File: config.mk
export PLATFORM = sky130hd
export DESIGN_NAME = stack_ctrl
export DESIGN_NICKNAME = d
export VERILOG_FILES = /design/src/rtl/stack_ctrl_pkg.sv /design/src/rtl/stack_ctrl.sv
export SDC_FILE = /design/constraint.sdc
export NUM_CORES = 1
export LEC_CHECK = 0
export BUFFER_PORTS_ARGS = -buffer_cell sky130_fd_sc_hd__buf_2
export CAP_MARGIN = 5
export CORE_MARGIN = 5
export CORE_UTILIZATION = 54
export DETAILED_ROUTE_END_ITERATION = 10
export HOLD_SLACK_MARGIN = 0.15
export PLACE_DENSITY = 0.86
export SLEW_MARGIN = 5
export SYNTH_ARGS = -nofsm -noshare
export SYNTH_HDL_FRONTEND = slang
export SYNTH_SLANG_ARGS = --single-unit
File: constraint.sdc
create_clock -name clk -period 3.9 [get_ports clk]
set_input_delay 0.78 -clock clk [delete_from_list [all_inputs] [get_ports clk]]
set_output_delay 0.78 -clock clk [all_outputs]
set_load 0.05 [all_outputs]
File: src/rtl/stack_ctrl_pkg.sv
// Shared types for the stack command sequencer: op encoding, FSM states and
// the capacity helper (memory depth plus the cached TOS word).
package stack_ctrl_pkg;

    typedef enum logic [2:0] {
        OP_NOP  = 3'd0,
        OP_PUSH = 3'd1,
        OP_DROP = 3'd2,
        OP_DUP  = 3'd3,
        OP_SWAP = 3'd4,
        OP_OVER = 3'd5
    } op_t;

    typedef enum logic [1:0] {
        S_IDLE,
        S_POP_WAIT,
        S_OVER_A,
        S_OVER_B
    } state_t;

    function automatic int calc_capacity(input int stack_size);
        return (1 << stack_size) + 1;
    endfunction

    localparam int DEF_STACK_SIZE = 1;
    localparam int CAPACITY       = calc_capacity(DEF_STACK_SIZE);

endpackage

File: src/rtl/stack_ctrl.sv
// Forth-style command sequencer in front of the circular LIFO `stack`; caches TOS.
// Define STACK_CTRL_CHECK_EN to enable sticky overflow/underflow detection.
module stack_ctrl
    import stack_ctrl_pkg::*;
#(
    parameter int STACK_WIDTH = 18,
    parameter int STACK_SIZE  = 1
) (
    input  logic                   clk,
    input  logic                   reset,
    input  logic                   cmd_valid,
    output logic                   cmd_ready,
    input  logic [2:0]             cmd_op,
    input  logic [STACK_WIDTH-1:0] cmd_data,
    output logic [STACK_WIDTH-1:0] tos,
    output logic [STACK_SIZE:0]    depth,
    output logic                   stk_push,
    output logic                   stk_pop,
    output logic [STACK_WIDTH-1:0] stk_din,
    input  logic [STACK_WIDTH-1:0] stk_dout,
    output logic                   err_ovf,
    output logic                   err_unf
);

    localparam int            DW  = STACK_SIZE + 1;
    localparam logic [DW-1:0] CAP = DW'(calc_capacity(STACK_SIZE));
    localparam logic [DW-1:0] ONE = DW'(1);
    localparam logic [DW-1:0] TWO = DW'(2);

    state_t                 r_state;
    logic [STACK_WIDTH-1:0] r_tos, r_tmp;
    logic [DW-1:0]          r_depth;

    logic w_chk, w_idle_cmd, w_go, w_ovf, w_unf, w_full, w_empty, w_lt2;
    logic w_push, w_pop;
    logic [STACK_WIDTH-1:0] w_din;

`ifdef STACK_CTRL_CHECK_EN
    assign w_chk = 1'b1;
`else
    assign w_chk = 1'b0;
`endif

    assign w_idle_cmd = cmd_valid && (r_state == S_IDLE);
    assign w_full     = (r_depth >= CAP);
    assign w_empty    = (r_depth == '0);
    assign w_lt2      = (r_depth < TWO);

    always_comb begin
        w_ovf = 1'b0;
        w_unf = 1'b0;
        if (w_idle_cmd) begin
            case (cmd_op)
                OP_PUSH: w_ovf = w_full;
                OP_DUP:  begin w_ovf = w_full; w_unf = w_empty; end
                OP_DROP: w_unf = w_empty;
                OP_SWAP: w_unf = w_lt2;
                OP_OVER: begin w_ovf = w_full; w_unf = w_lt2; end
                default: ;
            endcase
        end
    end

    // A rejected command is still accepted; it just behaves as a NOP.
    assign w_go = w_idle_cmd && !(w_chk && (w_ovf || w_unf));

    always_comb begin
        w_push = 1'b0;
        w_pop  = 1'b0;
        w_din  = '0;
        case (r_state)
            S_IDLE: if (w_go) begin
                case (cmd_op)
                    OP_PUSH: if (!w_empty) begin w_push = 1'b1; w_din = r_tos; end
                    OP_DUP:  begin w_push = 1'b1; w_din = r_tos; end
                    OP_DROP: w_pop = (r_depth != ONE);
                    OP_SWAP: begin w_push = 1'b1; w_pop = 1'b1; w_din = r_tos; end
                    OP_OVER: w_pop = 1'b1;
                    default: ;
                endcase
            end
            S_OVER_A: begin w_push = 1'b1; w_din = stk_dout; end
            S_OVER_B: begin w_push = 1'b1; w_din = r_tos; end
            default: ;
        endcase
        if (reset) begin
            w_push = 1'b0;
            w_pop  = 1'b0;
            w_din  = '0;
        end
    end

    always_ff @(posedge clk) begin
        if (reset) begin
            r_state <= S_IDLE;
            r_tos   <= '0;
            r_tmp   <= '0;
            r_depth <= '0;
        end else begin
            case (r_state)
                S_IDLE: if (w_go) begin
                    case (cmd_op)
                        OP_PUSH: begin r_tos <= cmd_data; r_depth <= r_depth + ONE; end
                        OP_DUP:  r_depth <= r_depth + ONE;
                        OP_DROP: begin
                            if (r_depth == ONE) begin
                                r_tos   <= '0;
                                r_depth <= '0;
                            end else begin
                                r_depth <= r_depth - ONE;
                                r_state <= S_POP_WAIT;
                            end
                        end
                        OP_SWAP: r_state <= S_POP_WAIT;
                        OP_OVER: r_state <= S_OVER_A;
                        default: ;
                    endcase
                end
                S_POP_WAIT: begin r_tos <= stk_dout; r_state <= S_IDLE; end
                S_OVER_A:   begin r_tmp <= stk_dout; r_state <= S_OVER_B; end
                S_OVER_B: begin
                    r_tos   <= r_tmp;
                    r_depth <= r_depth + ONE;
                    r_state <= S_IDLE;
                end
                default: r_state <= S_IDLE;
            endcase
        end
    end

`ifdef STACK_CTRL_CHECK_EN
    logic r_err_ovf, r_err_unf;
    always_ff @(posedge clk) begin
        if (reset) begin
            r_err_ovf <= 1'b0;
            r_err_unf <= 1'b0;
        end else begin
            r_err_ovf <= r_err_ovf | w_ovf;
            r_err_unf <= r_err_unf | w_unf;
        end
    end
    assign err_ovf = r_err_ovf;
    assign err_unf = r_err_unf;
`else
    assign err_ovf = 1'b0;
    assign err_unf = 1'b0;
`endif

    assign cmd_ready = (r_state == S_IDLE);
    assign tos       = r_tos;
    assign depth     = r_depth;
    assign stk_push  = w_push;
    assign stk_pop   = w_pop;
    assign stk_din   = w_din;

endmodule

* Yosys cells after proc, flatten, opt, wreduce, memory -nomap -nowiden
Index checks and enable logic that the tools add are counted.
** Word-level totals
- Output and inout bits :: 43
- Register bits :: 40
** Operators by class
- $add $sub $neg :: 2
- Equal/unequal tests :: 16
- Muxes and demuxes :: 26
- Reductions and logical operators :: 13
** Operator list (count)
- 18-bit case mux with 3 select lines :: 2
- 18-bit two-way mux :: 5
- 18-bit case mux with 2 select lines :: 2
- 2-bit case mux with 3 select lines :: 2
- 2-bit OR reduction :: 5
- 2-bit two-way mux :: 4
- 2-bit case mux with 2 select lines :: 2
- 3-bit by 2-bit == test with 1-bit output (second input constant) :: 2
- 3-bit == test (second input constant) :: 2
- 1-bit two-way mux :: 6
- 3-bit inequality test (second input constant) :: 2
- 1-bit case mux with 2 select lines :: 3
- 3-bit AND reduction :: 2
- 2-bit by 1-bit == test with 1-bit output (second input constant) :: 2
- 2-bit == test (second input constant) :: 2
- 2-bit zero test :: 2
- 2-bit by 1-bit inequality test with 1-bit output (second input constant) :: 2
- 4-bit by 1-bit inequality test with 1-bit output (second input constant) :: 1
- 4-bit AND reduction :: 1
- 3-bit by 1-bit == test with 1-bit output (second input constant) :: 1
- 3-bit by 1-bit inequality test with 1-bit output (second input constant) :: 1
- 3-bit by 2-bit inequality test with 1-bit output (second input constant) :: 1
- 3-bit nonzero test :: 1
- 2-bit by 1-bit adder with 2-bit output (second input constant) :: 1
- 3 further kinds :: 3

* Longest topological paths before layout
- Word-level depth :: 6
- Depth in mapped cells :: 8
- Gate-level depth less buffers :: 6

* Worst setup path after synthesis
Ideal clock, no wire load.
- Path type :: reg-to-output
- From :: register r_state[0]
- To :: output stk_din[10]
- Data arrival time :: 4.087 ns
- Stages on the path, launching flop included :: 7
- Slack :: -0.967 ns
- Cell sequence :: dfxtp_1 inv_1 ha_1 nand2_1 o21bai_2 buf_2 a2111oi_0
** On the way
- Cells in the longest elaborated chain, start to end :: 5
- Elaborated cells between the ends (all ways) :: 7
- Classes of those cells :: eq/ne: 2; mux: 3; reduce/logical: 2
** Ends and longest elaborated chain
- start: declaration :: line stack_ctrl.sv:30 : state_t r_state;
- start signal: assignment :: line stack_ctrl.sv:95 : r_state <= S_IDLE;
- start signal: assignment :: line stack_ctrl.sv:111 : r_state <= S_POP_WAIT;
- start signal: assignment :: line stack_ctrl.sv:114 : OP_SWAP: r_state <= S_POP_WAIT;
- 2-bit zero test (*)
- via cmd_ready :: line stack_ctrl.sv:12 : output logic cmd_ready,
- 1-bit logical AND :: line stack_ctrl.sv:44 : assign w_idle_cmd = cmd_valid && (r_state == S_IDLE);
- 18-bit two-way mux :: line stack_ctrl.sv:72 : S_IDLE: if (w_go) begin
- 18-bit case mux with 3 select lines (*) :: line stack_ctrl.sv:71 : case (r_state)
- 18-bit two-way mux (*) :: line stack_ctrl.sv:86 : if (reset) begin
- end: declaration :: line stack_ctrl.sv:19 : output logic [STACK_WIDTH-1:0] stk_din,
Mark *: on every way through the listed nets, which the timed path passes. The rest lies on a longest branch.

* Final worst setup path
- From :: input cmd_op[1]
- To :: output stk_din[2]
** On the way
- Cells in the longest elaborated chain, start to end :: 6
- Elaborated cells between the ends (all ways) :: 8
- Classes of those cells :: eq/ne: 3; mux: 4; reduce/logical: 1
** Ends and longest elaborated chain
- start: declaration :: line stack_ctrl.sv:13 : input logic [2:0] cmd_op,
- 3-bit by 2-bit == test with 1-bit output or 3-bit == test (tied branches)
- 2-bit OR reduction (no source line)
- 18-bit case mux with 2 select lines (*) :: line stack_ctrl.sv:73 : case (cmd_op)
- 18-bit two-way mux (*) :: line stack_ctrl.sv:72
- 18-bit case mux with 3 select lines (*) :: line stack_ctrl.sv:71
- 18-bit two-way mux (*) :: line stack_ctrl.sv:86
Every way passes the cells marked *; elsewhere a longest branch is shown, timed or not.

==> results.md <==
* Status: complete, no violations
* Reg2reg start: r_state[1]
* Core Area at 4320 µm²
* Initial Util at 55.4%
* NumNets Final at 383
* Syn avg cell area at 8.93 µm²
* Cell total after placement at 378
* Crit path buffers/inverters at 2
* Final HPWL DP at 4440 µm
* Worst Hold End: r_tmp[10]
* First drt pass iteration count at 5
* Compound-Gate Fraction of Synth Area at 36.4%
* Yosys warning total at 0
* Row count at 24
* VDD IR max at 0.000436 V
* Number of synthesized flops with an enable pin at 0
* Post-synthesis to final-layout area growth at 19.2%
* Worst setup margin at 0.547 ns
* Max clock buf depth at 2
* # setup viols final at 0
* Final wirelength at 6600 µm
* # Post-CTS Setup Buffers at 0
* CP endpoint kind: output port
* Routed via count at 2461
* Overall Power at 2.59 mW
* Main combinational cell family by area after synthesis: compound AO/OA/AOI/OAI gates
* Critical-path top delay cell: o21bai_2
* Sequential cell area at 801 µm²
* IO buf count at 82
* Largest stage delay on the critical path at 0.67 ns
* Final instance count without filler cells at 386
* Unrepaired setup endpoints after global routing: no
* Min Tclk post-route at 3.35 ns
* Largest net degree at the start of global routing at 47
* Root buffer cell: clkbuf_8
* Hold Slack at 0.501 ns
* Crit path cell chain: buf_2 > and2b_1 > and2b_2 > o21bai_2 > a2111oi_1 > buf_2
* Routability congestion estimate from global placement at 0.787
* Placed Area at 2760 µm²
* Place WS at 0.571 ns
* Crit-path max FO at 19
* Hold_sp: r_tmp[10]
* Simple-Gate Fraction of Synth Area at 8.57%
* Die Height at 76.6 µm
* Critical path class: in -> out
* Final Util at 66.0%
* Boundary Pins at 85
* Clock Sinks at 40
* Antenna-violating nets left at 0
* Max Slew Vio Count at 0
* Clk_skew at 0.00779 ns
* Die area at 5860 µm²
* Synthesis-stage register bit count at 40
* Post-Syn Area at 2390 µm²
* DRT iter0 DRCs at 288
* Max Cap Viol at 0
* Mux contribution to synthesized area at 7.53%
* Post-synthesis xor/xnor area fraction at 0.366%
* DIE WIDTH at 76.6 µm
* WL per Instance at 17.1 µm
* Fraction of layout cells with a size suffix above 1 at 30.8%
* FILL cells at 360
* CTS Hold Bufs at 0
* Synth cell types at 39
* R2r endpoint: tos[10]
* Area of the multi-input gates at 1400 µm²
* # resized after CTS at 0
* Final Hold Vio Count at 0
* Startpoint Class: input port
* Max H-tree Level at 2
* Initial antenna violation count at 0
* CTS buffer count at 5
* Antenna diode count at 0
* Critical path arrival at 2.57 ns
* Max transition margin at 25.9%
* Vias/cell at 6.38
* TritonCTS clock tree: done
* Worst-Margin Slew at 1.11 ns
* Crit path top cell by count: buf_2
* First-pass GRT wire length at 10900 µm
* Sequential-to-total area share from yosys stat at 33.5%
* Ys async rst share at 0%
* FMAX at 0.298 GHz
* DR DRC count at 0
* Flop2flop setup slack at 1.38 ns
* Total track usage at 22.0%
* Prevailing post-synth register cell: dfxtp_1
* Worst r2r path cells at 5
* Worst skew pair latency at 0.30 ns
* Vias in the first global route at 2280
* Hold crit path type: reg -> reg
* Adder-cell share of the synthesized area at 4.18%
* Hold path depth at 2
* Crit-path leading delay family: compound AO/OA/AOI/OAI gates
* Finished Cell Area at 2850 µm²
* Leak at 1.13 nW
* Synthesized instance count at 268
* Period utilisation layout at 86.0%
* Reg clk slew, reported paths at 0.07 ns
* CP Data Required Time at 3.12 ns
* Fin Setup TNS at 0 ns
* Global route total overflow at 0
* Power Dens Cells at 907 nW/µm²
synth_stat cells, drive strengths merged (2+ instances only):
library cell	number	area [µm²]
a222oi	18	180
a2111oi	18	158
mux2i	18	180
clkbuf	15	56.3
inv	7	26.3
ha	8	100
buf	16	140
dfxtp	40	801
a211oi	21	170
nor2	23	86.3
nor4b	2	17.5
nand2	2	7.51
a21oi	57	285
and2	2	15.0
and2b	2	16.3
o21bai	2	18.8
nand2b	2	12.5
o21ai	2	13.8
how the worst max path moves through the flow:
stage / from / end / slack, ns / cells after the start
6_report: cmd_op[1] / stk_din[2] / 0.55 / 6
2_1_floorplan: r_state[0] / stk_din[10] / -0.32 / 6
3_5_place_dp: cmd_op[1] / stk_din[2] / 0.57 / 6
5_1_grt: r_state[1] / stk_din[4] / 0.39 / 6
4_1_cts: cmd_op[1] / stk_din[10] / 0.56 / 6
3_3_place_gp: cmd_op[1] / stk_din[2] / 0.63 / 6
cell usage in the layout, fill, tap and decap left out, types with 2 or more instances in the layout:
cell        n
a21oi_1    57
dfxtp_1    40
conb_1      2
ha_1        7
inv_1       7
mux2i_1    18
buf_2      82
nor4b_1     2
a2111oi_1  18
a211oi_1   20
nand2b_1    2
clkbuf_8    6
buf_4       5
nor2_1     23
nand2_1     2
a222oi_1   18
routing by layer:
metal	share of wire, %	up-vias	GRT usage [%]
met5	0	-	0
met4	1.1	0	6.64
met3	7.1	7	6.03
met2	49	99	37.5
met1	43	1180	26.7
li1	-	1175	-
report_power, final:
part           switching [mW]  internal, mW
clock                   0.146         0.144
combinational            1.12         0.508
sequential              0.110         0.557
total                    1.38          1.21
worst register-to-register path: stages, from the launching register on:
cell and delay (ns):
dfxtp_1 0.40, inv_1 0.12, ha_1 0.57, a211oi_4 0.86, a222oi_1 0.21, a211oi_1 0.28
final cells by class:
class / instances / area share, %
Multi-Input combinational cell: 191 / 49.0
Sequential cell: 40 / 28.1
Timing Repair Buffer: 88 / 16.4
Clock buffer: 7 / 3.03
Tap cell: 52 / 2.28
Inverter: 7 / 0.921
Clock inverter: 1 / 0.263
cell families (layout without fill, tap and decap cells):
group	Yosys count	in the layout
buf+inv	38	103
other cells	1	2
compound gates	122	122
mux	18	18
flops	40	40
fa+ha+maj	8	8
simple gates	40	40
xor+xnor	1	1
flip-flops by register name, summed over array words and instances, names as in the netlist:
signal,cells
tos,18
r_state,2
r_tmp,18
depth,2
(Power assumes the default switching activity.)
